## config.mk

```make
export PLATFORM = sky130hd
export DESIGN_NAME = fpmul_seq_ctrl_flat
export DESIGN_NICKNAME = d
export VERILOG_FILES = /design/src/rtl/fpmul_seq_ctrl_pkg.sv /design/src/rtl/fpmul_seq_ctrl_if.sv /design/src/rtl/fpmul_seq_ctrl_fp_classify.sv /design/src/rtl/fpmul_seq_ctrl.sv /design/src/flat_wrapper.sv
export SDC_FILE = /design/constraint.sdc
export NUM_CORES = 1
export LEC_CHECK = 0
export CAP_MARGIN = 40
export CORE_ASPECT_RATIO = 1.75
export CORE_MARGIN = 2
export CORE_UTILIZATION = 44
export CTS_BUF_LIST = sky130_fd_sc_hd__clkbuf_8
export CTS_CLUSTER_DIAMETER = 150
export DETAILED_ROUTE_END_ITERATION = 10
export GPL_TIMING_DRIVEN = 0
export PLACE_DENSITY = 0.82
export SETUP_SLACK_MARGIN = 0.2
export SYNTH_ARGS = -nofsm -noshare
export SYNTH_HDL_FRONTEND = slang
export SYNTH_HIERARCHICAL = 1
export SYNTH_SLANG_ARGS = --single-unit
```

## constraint.sdc

```tcl
create_clock -name CLK -period 3 [get_ports CLK]
set_clock_uncertainty 0.1 [all_clocks]
set_input_delay 0.45 -clock CLK [delete_from_list [all_inputs] [get_ports CLK]]
set_output_delay 0.45 -clock CLK [all_outputs]
set_load 0.02 [all_outputs]
```

## src/rtl/fpmul_seq_ctrl_pkg.sv

```systemverilog
// fpmul_pkg: shared constants, state encoding and flag layout for the sequential FP multiplier controller
package fpmul_pkg;
  localparam int BIAS = 127;
  localparam logic [31:0] QNAN = 32'h7FC00000;
  localparam int EXP_W = 8;
  localparam int FRAC_W = 23;
  localparam int SIG_W = FRAC_W + 1;
  localparam int PROD_W = 2 * SIG_W;
  localparam int XEXP_W = 10;
  typedef enum logic [2:0] {IDLE, CHECK, START, WAIT, NORM, ROUND, OUT} state_t;
  typedef struct packed {
    logic invalid;
    logic overflow;
    logic underflow;
    logic inexact;
  } flags_t;
endpackage

```

## src/rtl/fpmul_seq_ctrl_if.sv

```systemverilog
// fpmul_seq_ctrl_if: operand and result handshakes of the FP multiplier controller
//   in_valid/in_ready/op_a/op_b : operand transfer (client -> controller)
//   out_valid/out_ready         : result transfer (controller -> client)
//   result/flags/timeout_err    : packed product, {invalid,overflow,underflow,inexact}, watchdog abort
interface fpmul_seq_ctrl_if;
  import fpmul_pkg::*;
  logic in_valid;
  logic in_ready;
  logic [31:0] op_a;
  logic [31:0] op_b;
  logic out_valid;
  logic out_ready;
  logic [31:0] result;
  logic [3:0] flags;
  logic timeout_err;
  modport master (
    output in_valid, op_a, op_b, out_ready,
    input  in_ready, out_valid, result, flags, timeout_err
  );
  modport slave (
    input  in_valid, op_a, op_b, out_ready,
    output in_ready, out_valid, result, flags, timeout_err
  );
endinterface

```

## src/rtl/fpmul_seq_ctrl_fp_classify.sv

```systemverilog
// fp_classify: combinational IEEE-754 single classification of one operand
//   x         : operand
//   is_zero   : +/-0
//   is_inf    : +/-inf
//   is_nan    : any NaN
//   is_snan   : signalling NaN (quiet bit clear)
//   is_denorm : subnormal
module fp_classify
  import fpmul_pkg::*;
(
  input  logic [31:0] x,
  output logic        is_zero,
  output logic        is_inf,
  output logic        is_nan,
  output logic        is_snan,
  output logic        is_denorm
);
  logic exp_max, exp_min, frac_nz;
  assign exp_max = &x[30:FRAC_W];
  assign exp_min = ~|x[30:FRAC_W];
  assign frac_nz = |x[FRAC_W-1:0];
  assign is_zero = exp_min & ~frac_nz;
  assign is_denorm = exp_min & frac_nz;
  assign is_inf = exp_max & ~frac_nz;
  assign is_nan = exp_max & frac_nz;
  assign is_snan = is_nan & ~x[FRAC_W-1];
endmodule

```

## src/rtl/fpmul_seq_ctrl.sv

```systemverilog
// fpmul_seq_ctrl: sequences one IEEE-754 single multiply through an external 24x24 mantissa multiplier
//   CLK, Reset               : rising-edge clock, asynchronous active-low reset
//   bus (slave)              : operand/result handshakes, result, flags, timeout_err
//   mul_start                : one-cycle start pulse to the mantissa multiplier
//   mul_plier, mul_plicand   : significands with hidden bit, held from START through WAIT
//   mul_product, mul_done    : multiplier product and its done pulse (only honoured in WAIT)
module fpmul_seq_ctrl
  import fpmul_pkg::*;
#(
  parameter int TIMEOUT = 32
) (
  input  logic                CLK,
  input  logic                Reset,
  fpmul_seq_ctrl_if.slave     bus,
  output logic                mul_start,
  output logic [SIG_W-1:0]    mul_plier,
  output logic [SIG_W-1:0]    mul_plicand,
  input  logic [PROD_W-1:0]   mul_product,
  input  logic                mul_done
);
  localparam int WD_W = $clog2(TIMEOUT + 1);
  state_t state_q, state_d;
  logic [31:0] a_q, a_d, b_q, b_d, result_q, result_d;
  logic [3:0] flags_q, flags_d;
  logic tmo_q, tmo_d;
  logic [WD_W-1:0] wd_q, wd_d;
  logic [SIG_W-1:0] plier_q, plier_d, plicand_q, plicand_d;
  logic [PROD_W-1:0] prod_q, prod_d;
  logic sign_q, sign_d;
  logic signed [XEXP_W-1:0] exp_q, exp_d;
  logic [FRAC_W-1:0] mant_q, mant_d;
  logic guard_q, guard_d, sticky_q, sticky_d;
  logic za, ia, na, sa, da, zb, ib, nb, sb, db;
  fp_classify u_cls_a (.x(a_q), .is_zero(za), .is_inf(ia), .is_nan(na), .is_snan(sa), .is_denorm(da));
  fp_classify u_cls_b (.x(b_q), .is_zero(zb), .is_inf(ib), .is_nan(nb), .is_snan(sb), .is_denorm(db));
  // Denormals are flushed, so they behave as zero everywhere, including inf*denorm.
  logic zero_a, zero_b, nan_out, inv, special, sgn;
  logic [31:0] spec_res;
  assign zero_a = za | da;
  assign zero_b = zb | db;
  assign sgn = a_q[31] ^ b_q[31];
  assign nan_out = na | nb | (ia & zero_b) | (ib & zero_a);
  assign inv = sa | sb | (ia & zero_b) | (ib & zero_a);
  assign special = nan_out | ia | ib | zero_a | zero_b;
  assign spec_res = nan_out ? QNAN : (ia | ib) ? {sgn, {EXP_W{1'b1}}, {FRAC_W{1'b0}}} : {sgn, 31'd0};
  logic signed [XEXP_W-1:0] exp_sum;
  assign exp_sum = $signed({2'b00, a_q[30:FRAC_W]}) + $signed({2'b00, b_q[30:FRAC_W]}) - $signed(XEXP_W'(BIAS));
  logic inc, ovf, unf;
  logic [SIG_W-1:0] mant_r;
  logic signed [XEXP_W-1:0] exp_r;
  logic [31:0] round_res;
  assign inc = guard_q & (sticky_q | mant_q[0]);
  assign mant_r = {1'b0, mant_q} + SIG_W'(inc);
  // A carry out of the rounded mantissa leaves the fraction bits at zero and bumps the exponent.
  assign exp_r = exp_q + $signed({{(XEXP_W-1){1'b0}}, mant_r[SIG_W-1]});
  assign ovf = exp_r >= $signed(XEXP_W'(255));
  assign unf = exp_r <= $signed(XEXP_W'(0));
  assign round_res = ovf ? {sign_q, {EXP_W{1'b1}}, {FRAC_W{1'b0}}} : unf ? {sign_q, 31'd0} : {sign_q, exp_r[EXP_W-1:0], mant_r[FRAC_W-1:0]};
  always_comb begin
    state_d = state_q;
    a_d = a_q;
    b_d = b_q;
    result_d = result_q;
    flags_d = flags_q;
    tmo_d = tmo_q;
    wd_d = wd_q;
    plier_d = plier_q;
    plicand_d = plicand_q;
    prod_d = prod_q;
    sign_d = sign_q;
    exp_d = exp_q;
    mant_d = mant_q;
    guard_d = guard_q;
    sticky_d = sticky_q;
    case (state_q)
      IDLE: if (bus.in_valid) begin
        a_d = bus.op_a;
        b_d = bus.op_b;
        state_d = CHECK;
      end
      CHECK: begin
        sign_d = sgn;
        exp_d = exp_sum;
        if (special) begin
          result_d = spec_res;
          flags_d = {inv, 3'b000};
          tmo_d = 1'b0;
          state_d = OUT;
        end else begin
          plier_d = {1'b1, a_q[FRAC_W-1:0]};
          plicand_d = {1'b1, b_q[FRAC_W-1:0]};
          state_d = START;
        end
      end
      START: begin
        wd_d = '0;
        state_d = WAIT;
      end
      WAIT: if (mul_done) begin
        prod_d = mul_product;
        state_d = NORM;
      end else if (wd_q == WD_W'(TIMEOUT - 1)) begin
        result_d = QNAN;
        flags_d = 4'b0000;
        tmo_d = 1'b1;
        state_d = OUT;
      end else begin
        wd_d = wd_q + 1'b1;
      end
      NORM: begin
        mant_d = prod_q[PROD_W-1] ? prod_q[46:24] : prod_q[45:23];
        guard_d = prod_q[PROD_W-1] ? prod_q[23] : prod_q[22];
        sticky_d = prod_q[PROD_W-1] ? |prod_q[22:0] : |prod_q[21:0];
        exp_d = exp_q + $signed({{(XEXP_W-1){1'b0}}, prod_q[PROD_W-1]});
        state_d = ROUND;
      end
      ROUND: begin
        result_d = round_res;
        flags_d = {1'b0, ovf, unf & ~ovf, ovf | unf | guard_q | sticky_q};
        tmo_d = 1'b0;
        state_d = OUT;
      end
      OUT: if (bus.out_ready) state_d = IDLE;
      default: state_d = IDLE;
    endcase
  end
  always_ff @(posedge CLK or negedge Reset) begin
    if (!Reset) begin
      state_q <= IDLE;
      a_q <= '0;
      b_q <= '0;
      result_q <= '0;
      flags_q <= '0;
      tmo_q <= 1'b0;
      wd_q <= '0;
      plier_q <= '0;
      plicand_q <= '0;
      prod_q <= '0;
      sign_q <= 1'b0;
      exp_q <= '0;
      mant_q <= '0;
      guard_q <= 1'b0;
      sticky_q <= 1'b0;
    end else begin
      state_q <= state_d;
      a_q <= a_d;
      b_q <= b_d;
      result_q <= result_d;
      flags_q <= flags_d;
      tmo_q <= tmo_d;
      wd_q <= wd_d;
      plier_q <= plier_d;
      plicand_q <= plicand_d;
      prod_q <= prod_d;
      sign_q <= sign_d;
      exp_q <= exp_d;
      mant_q <= mant_d;
      guard_q <= guard_d;
      sticky_q <= sticky_d;
    end
  end
  assign bus.in_ready = state_q == IDLE;
  assign bus.out_valid = state_q == OUT;
  assign bus.result = result_q;
  assign bus.flags = flags_q;
  assign bus.timeout_err = tmo_q;
  assign mul_start = state_q == START;
  assign mul_plier = plier_q;
  assign mul_plicand = plicand_q;
endmodule

```

## src/flat_wrapper.sv

```systemverilog
// flat-port wrapper written by rule: the top's interface ports become plain ports
module fpmul_seq_ctrl_flat import fpmul_pkg::*;
#(
  parameter int TIMEOUT = 32
)
  (CLK, Reset, mul_start, mul_plier, mul_plicand, mul_product, mul_done, bus_in_valid, bus_op_a, bus_op_b, bus_out_ready, bus_in_ready, bus_out_valid, bus_result, bus_flags, bus_timeout_err);
  fpmul_seq_ctrl_if bus_i ();
  input  logic CLK;
  input  logic Reset;
  output logic mul_start;
  output logic [SIG_W-1:0] mul_plier;
  output logic [SIG_W-1:0] mul_plicand;
  input  logic [PROD_W-1:0] mul_product;
  input  logic mul_done;
  input wire logic [$bits(bus_i.in_valid)-1:0] bus_in_valid;
  input wire logic [$bits(bus_i.op_a)-1:0] bus_op_a;
  input wire logic [$bits(bus_i.op_b)-1:0] bus_op_b;
  input wire logic [$bits(bus_i.out_ready)-1:0] bus_out_ready;
  output wire logic [$bits(bus_i.in_ready)-1:0] bus_in_ready;
  output wire logic [$bits(bus_i.out_valid)-1:0] bus_out_valid;
  output wire logic [$bits(bus_i.result)-1:0] bus_result;
  output wire logic [$bits(bus_i.flags)-1:0] bus_flags;
  output wire logic [$bits(bus_i.timeout_err)-1:0] bus_timeout_err;
  assign bus_i.in_valid = bus_in_valid;
  assign bus_i.op_a = bus_op_a;
  assign bus_i.op_b = bus_op_b;
  assign bus_i.out_ready = bus_out_ready;
  assign bus_in_ready = bus_i.in_ready;
  assign bus_out_valid = bus_i.out_valid;
  assign bus_result = bus_i.result;
  assign bus_flags = bus_i.flags;
  assign bus_timeout_err = bus_i.timeout_err;
  fpmul_seq_ctrl #(.TIMEOUT(TIMEOUT)) u_core (.CLK(CLK), .Reset(Reset), .bus(bus_i), .mul_start(mul_start), .mul_plier(mul_plier), .mul_plicand(mul_plicand), .mul_product(mul_product), .mul_done(mul_done));
endmodule
```

==> results.yml, run 1 <==
run_status:
  status: "complete, but fails checks"
  violations: "setup timing"
critical_path:
  slowest_stage: "or4_4"
  r2r_end: "u_core/bus.result[19]"
  cp-end-kind: "flip-flop"
  cp.required_ns: 3.31
  path_depth: 12
  r2r_slack_ns: -0.09
  max_stage_delay_ns: 0.49
  r2r-start: "u_core/mant_q[1]"
  cp_max_fo: 5
  reg2reg_depth: 12
  worst-setup-path-type: "flip-flop to flip-flop"
  cp.arrival_ns: 3.41
  path_delay_family: "simple AND/OR/NAND/NOR gates"
  critical_path_buf_inv_count: 2
  startpoint_type: "flip-flop"
  path_cells: "nand4_2 > or4_4 > buf_6 > nor3_4 > ha_4 > nand3_4 > or3_1 > a221o_1 > o211ai_4 > or2_4 > clkbuf_16 > o21ai_2"
cts:
  ctsLongestPathBuffers: 3
  cts_buffers: 38
  path_clk_slew_ns: 0.06
  clkLatencyLatePin_ns: 0.54
  cts_tree: "yes"
  htree_levels: 2
  ctsRootBufferMaster: "clkbuf_8"
  clock_sinks: 241
synth:
  synth_xor_area_frac: 0.0297
  synthAdderAreaFrac: 0.0252
  ys.flop_type: "dfrtp_1"
  yosysSeqAreaShare: 0.538
  synth_simple_gate_area_frac: 0.121
  synth_mux_area_frac: 0.177
  ys_types: 69
  synth_top_family_by_area: "multiplexers"
  synth-seq-cells: 241
  synth_compound_area_frac: 0.0800
  synth_edf_count: 0
  syn_avg_cell_area_um2: 11.7
  syn_nets: 1100
  netlist_instances: 961
  ys.warnings.count: 6
  synthesis.area_mm2: 0.0112
  synthArstFlopShare: 1.00
drt:
  firstDrtPassIters: 4
  ant_nets: 0
  wirelength_mm: 29.1
  wl_per_cell_um: 18.4
  vias: 8551
  drtIter0Drc: 281
  drc: 0
  via_per_inst: 5.40
hold_path:
  hold_path.startpoint: "bus_op_b[30]"
  worstHoldPathType: "primary input to flip-flop"
  hold_path_depth: 3
  hold_end: "u_core/b_q[30]"
timing:
  rsz0062_at_grt: "yes"
  fmax_mhz: 323
  slew_headroom: 0.389
  hold_viol: 0
  period_minus_slack_ns: 3.09
  drv_slew: 0
  finalCritPeriodShare: 1.03
  tns_ns: -1.54
  setup_viol: 26
  setup_ws_ns: -0.0935
  tightest_slew_ns: 0.917
grt:
  grt-ovfl-total: 0
  grt_max_degree: 126
  antenna_found_initial: 1
  grt_pass1_vias: 9152
  grt_usage: 0.214
  grt_first_pass_wirelength_mm: 46.3
die:
  num_rows: 77
  die_w_um: 125
  die_h_um: 215
  die_area_mm2: 0.0268
  io_pins: 205
  core_region_area_mm2: 0.0251
  initial_core_util: 0.446
placement:
  gp_congestion: 0.828
  placed_area_mm2: 0.0137
  post-dp-hpwl_mm: 20.9
  pre_cts_slack_ns: -0.567
  io_buffers: 204
finish:
  design_area_mm2: 0.0152
  layout-drive-gt1-share: 0.274
  final_common_cell: "dfrtp_1"
  area_growth_pct: 35.5
  fill_cells: 1987
  mostFrequentLayoutCells: "239 x dfrtp_1, 201 x clkdlybuf4s50_1, 154 x mux2_2"
  final_nets: 1381
power:
  p_leak_nw: 6.48
  ir_worst_vdd_uv: 642
  p_per_area_mw_per_mm2: 1080
  finalPower_mw: 16.4
job:
  max_cap_violations: 0
## metal layers
metal	part of all wire	global-route usage	vias up	wire [um]
li1	-	-	3999	-
met1	0.35	0.218	4188	10200
met2	0.55	0.402	261	16000
met3	0.047	0.0386	103	1360
met4	0.056	0.124	0	1630
met5	0	0	-	0
## worst reg2reg max path, delay by kind of cell (launching register included)
kind / cells / cell delay (ns)
AO/OA/AOI/OAI: 3 / 0.54
adder cells (fa/ha/maj): 1 / 0.19
buffers and inverters: 2 / 0.31
flip-flops: 1 / 0.37
AND/OR/NAND/NOR: 6 / 1.45
## stage by stage
step	util	cells	hold slack (ns)
after detailed placement	0.546	1482	0.372
after CTS	0.590	1570	0.334
final	0.604	1584	0.363
after floorplan	-	961	0.0544
after global routing	0.604	1584	0.380
after global placement	0.544	1481	0.362
## logic make-up (layout without fill, tap and decap cells)
family | Yosys count | count (layout)
AOI/OAI and AO/OA | 149 | 149
xor gates and xnor gates | 38 | 38
adders and majority gates | 22 | 22
buffers and inverters | 73 | 378
DFF | 241 | 241
muxes | 179 | 179
other | 0 | 1
and+or+nand+nor | 259 | 260
## worst max path at each step
stage / slack [ns] / start / end
3_5_place_dp: -0.57 / u_core/a_q[5] / u_core/mul_plicand[14]
4_1_cts: -0.07 / u_core/mant_q[0] / u_core/bus.result[18]
2_1_floorplan: 0.01 / u_core/guard_q / u_core/bus.result[12]
6_report: -0.09 / u_core/mant_q[1] / u_core/bus.result[19]
3_3_place_gp: -8.55 / Reset / u_core/mul_plier[15]
5_1_grt: -0.23 / u_core/mant_q[1] / u_core/bus.result[21]
## flip-flops by register name, summed over array words and instances, names as in the netlist
register                flops
u_core/mul_plier           24
u_core/b_q                 32
u_core/bus.timeout_err      1
u_core/bus.flags            4
u_core/mant_q              23
u_core/mul_plicand         23
u_core/bus.result          32
u_core/a_q                 32
u_core/wd_q                 6
u_core/sticky_q             1
u_core/exp_q               10
u_core/state_q              3
u_core/sign_q               1
u_core/guard_q              1
u_core/prod_q              48
## report_power, final
group / internal, mW / switching (mW)
Clock: 1.55 / 1.29
Sequential: 4.81 / 1.27
Combinational: 3.77 / 3.73
Total: 10.1 / 6.29
## repair_timing
action	4_1_cts	5_1_grt
endpoints found under the setup margin	86	76
pin swaps	17	26
buffers inserted	20	12
hold endpoints to repair	116	0
cloned	2	1
hold buffers	1	0
gates resized for setup	50	58
## final cells by class
class,instances,area (um^2),area share
buffer,55,332,0.0218
tap,316,395,0.0260
sequential,241,6030,0.397
inverter,18,67.6,0.00445
clock buffer,49,674,0.0444
timing repair buffer,240,2360,0.156
antenna,1,2.50,0.000165
multi-input combinational,648,5220,0.344
clock inverter,16,100,0.00659
## Yosys cell counts (3+ instances only)
cell type	count	share of area
nor3_1	14	0.0063
or3_1	5	0.0028
nor4_2	6	0.0067
nand3b_1	6	0.0040
buf_2	17	0.0076
nor4_1	18	0.010
nor2b_1	4	0.0022
a31oi_1	10	0.0056
and4_1	4	0.0031
o21ai_0	64	0.029
ha_1	21	0.023
o211ai_1	4	0.0027
a21o_1	3	0.0020
mux2i_1	25	0.022
a22o_1	3	0.0023
nand3_1	12	0.0054
a211oi_1	4	0.0027
nand4_1	21	0.012
inv_1	18	0.0060
o21ai_1	12	0.0054
buf_1	7	0.0023
xnor2_1	19	0.015
mux2_2	154	0.15
a21oi_1	23	0.010
nor2_1	38	0.013
nand2_1	97	0.032
and3_1	4	0.0022
and2_1	6	0.0033
or3b_1	3	0.0023
o31ai_1	5	0.0033
xor2_1	19	0.015
dfrtp_1	241	0.54
clkbuf_1	25	0.0084
(Power assumes the default switching activity.)
==> run 2, diff against run 1 <==
--- a/config.mk
+++ b/config.mk
@@ -8,12 +8,12 @@
 export CAP_MARGIN = 40
 export CORE_ASPECT_RATIO = 1.75
 export CORE_MARGIN = 2
-export CORE_UTILIZATION = 44
+export CORE_UTILIZATION = 49
 export CTS_BUF_LIST = sky130_fd_sc_hd__clkbuf_8
 export CTS_CLUSTER_DIAMETER = 150
 export DETAILED_ROUTE_END_ITERATION = 10
 export GPL_TIMING_DRIVEN = 0
-export PLACE_DENSITY = 0.82
+export PLACE_DENSITY = 0.88
 export SETUP_SLACK_MARGIN = 0.2
 export SYNTH_ARGS = -nofsm -noshare
 export SYNTH_HDL_FRONTEND = slang
==> results.yml, run 2 (synthesized netlist as in run 1, its figures left out) <==
placement:
  placed_area_mm2: 0.0137
  gp_congestion: 0.882
  io_buffers: 204
  post-dp-hpwl_mm: 20.6
critical_path:
  startpoint_type: "flip-flop"
  cp_max_fo: 10
  worst-setup-path-type: "flip-flop to flip-flop"
  cp.required_ns: 3.31
  cp-end-kind: "flip-flop"
  cp.arrival_ns: 3.45
finish:
  layout-drive-gt1-share: 0.271
  top_register: "u_core/prod_q"
  final_common_cell: "dfrtp_1"
  final_nets: 1389
  design_area_mm2: 0.0155
  area_growth_pct: 38.0
  mostFrequentLayoutCells: "239 x dfrtp_1, 201 x clkdlybuf4s50_1, 109 x mux2_2"
  largest_reg_flops: 48
hold_path:
  worstHoldPathType: "primary input to flip-flop"
cts:
  cts_buffers: 36
  ctsRootBufferMaster: "clkbuf_8"
  path_clk_slew_ns: 0.07
  clock_sinks: 241
  cts_tree: "yes"
  htree_levels: 2
  clkLatencyLatePin_ns: 0.54
  ctsLongestPathBuffers: 3
drt:
  wirelength_mm: 31.4
  vias: 8833
  firstDrtPassIters: 5
  via_per_inst: 5.60
  ant_nets: 0
  drtIter0Drc: 521
  wl_per_cell_um: 19.9
  drc: 0
timing:
  finalCritPeriodShare: 1.04
  setup_ws_ns: -0.133
  tns_ns: -2.67
  drv_slew: 0
  rsz0062_at_grt: "yes"
  hold_viol: 0
  setup_viol: 29
  tightest_slew_ns: 0.867
  period_minus_slack_ns: 3.13
  fmax_mhz: 319
  slew_headroom: 0.422
power:
  netSwitchingFraction: 0.381
  power_frac_clock: 0.164
  p_per_area_mw_per_mm2: 1100
  pwr-share-comb: 0.479
  power_switching_mw: 6.50
  seqPwrFrac: 0.357
  internal-power_mw: 10.6
  ir_worst_vdd_uv: 705
  p_leak_nw: 6.69
die:
  num_rows: 73
  io_pins: 205
  core_region_area_mm2: 0.0226
  die_h_um: 204
  initial_core_util: 0.497
  die_area_mm2: 0.0241
  die_w_um: 118
run_status:
  status: "complete, but fails checks"
  violations: "setup timing"
grt:
  grt-ovfl-total: 0
  antenna_found_initial: 1
  grt_max_degree: 129
  grt_pass1_vias: 9203
  grt_first_pass_wirelength_mm: 45.8
  grt_usage: 0.240
job:
  max_cap_violations: 0
## run 2: worst paths after layout
check                                           start                    end  slack (ns)  cells after the start
worst max-delay path                 u_core/mant_q[2]  u_core/bus.result[17]       -0.13                     12
worst min register to register  u_core/bus.result[19]  u_core/bus.result[19]        0.38                      2
worst max register to register       u_core/mant_q[2]  u_core/bus.result[17]       -0.13                     12
worst min-delay path                     bus_op_a[30]         u_core/a_q[30]        0.37                      3
min in group asynchronous                       Reset         u_core/wd_q[1]        0.46                      2
max in group asynchronous                       Reset       u_core/mant_q[9]        1.16                      3
## run 2: critical path: stages (launching register included)
cell and delay (ns):
dfrtp_1 0.37, nand4_2 0.13, or4_4 0.49, buf_6 0.14, nor3_4 0.18, ha_4 0.20, nand3_4 0.11, or3_1 0.33
a221o_1 0.38, o211ai_4 0.12, or2_4 0.22, buf_8 0.16, o21ai_1 0.07
## run 2: through the flow
| step | instances | utilization | hold WS, ns | setup slack, ns | power, mW |
|---|---|---|---|---|---|
| 4_1_cts | 1557 | 0.657 | 0.332 | -0.131 | 16.1 |
| 6_report | 1577 | 0.685 | 0.371 | -0.133 | 17.1 |
| 3_5_place_dp | 1466 | 0.607 | 0.366 | -0.612 | 13.0 |
| 2_1_floorplan | 961 | - | 0.0544 | 0.0110 | 10.4 |
| 3_3_place_gp | 1465 | 0.606 | 0.361 | -8.45 | 12.7 |
| 5_1_grt | 1577 | 0.685 | 0.358 | -0.278 | 18.0 |
## run 2: final cells by class
| cell class | instances | area (um^2) |
|---|---|---|
| sequential | 241 | 6030 |
| clock inverter | 19 | 136 |
| antenna | 1 | 2.50 |
| timing repair buffer | 251 | 2540 |
| inverter | 18 | 67.6 |
| tap | 300 | 375 |
| fill | 1536 | 7100 |
| buffer | 55 | 352 |
| clock buffer | 45 | 619 |
| multi-input combinational | 647 | 5340 |
## run 2: repair_timing
item                                   4_1_cts  5_1_grt
gates cloned                                 1        4
setup buffers                               25       15
setup endpoints to repair                   86       83
hold buffers                                 1        0
endpoints found under the hold margin      113        0
pin swaps                                   23       18
gates resized for setup                     52      107
## run 2: power by group through the flow
| stage | clock [mW] | sequential (mW) | combinational (mW) |
|---|---|---|---|
| after global placement | 0 | 5.93 | 6.72 |
| after floorplan | 0 | 6.31 | 4.04 |
| after CTS | 2.87 | 5.97 | 7.27 |
| after detailed placement | 0 | 6.02 | 6.94 |
| after global routing | 3.02 | 6.27 | 8.76 |
| final | 2.80 | 6.10 | 8.16 |
## run 2: layer usage
| layer | global-route usage | up-vias | wire length, um |
|---|---|---|---|
| met5 | 0 | - | 0 |
| met4 | 0.145 | 0 | 1660 |
| met3 | 0.0449 | 109 | 1470 |
| met2 | 0.456 | 299 | 17500 |
| met1 | 0.237 | 4404 | 10800 |
| li1 | - | 4021 | - |
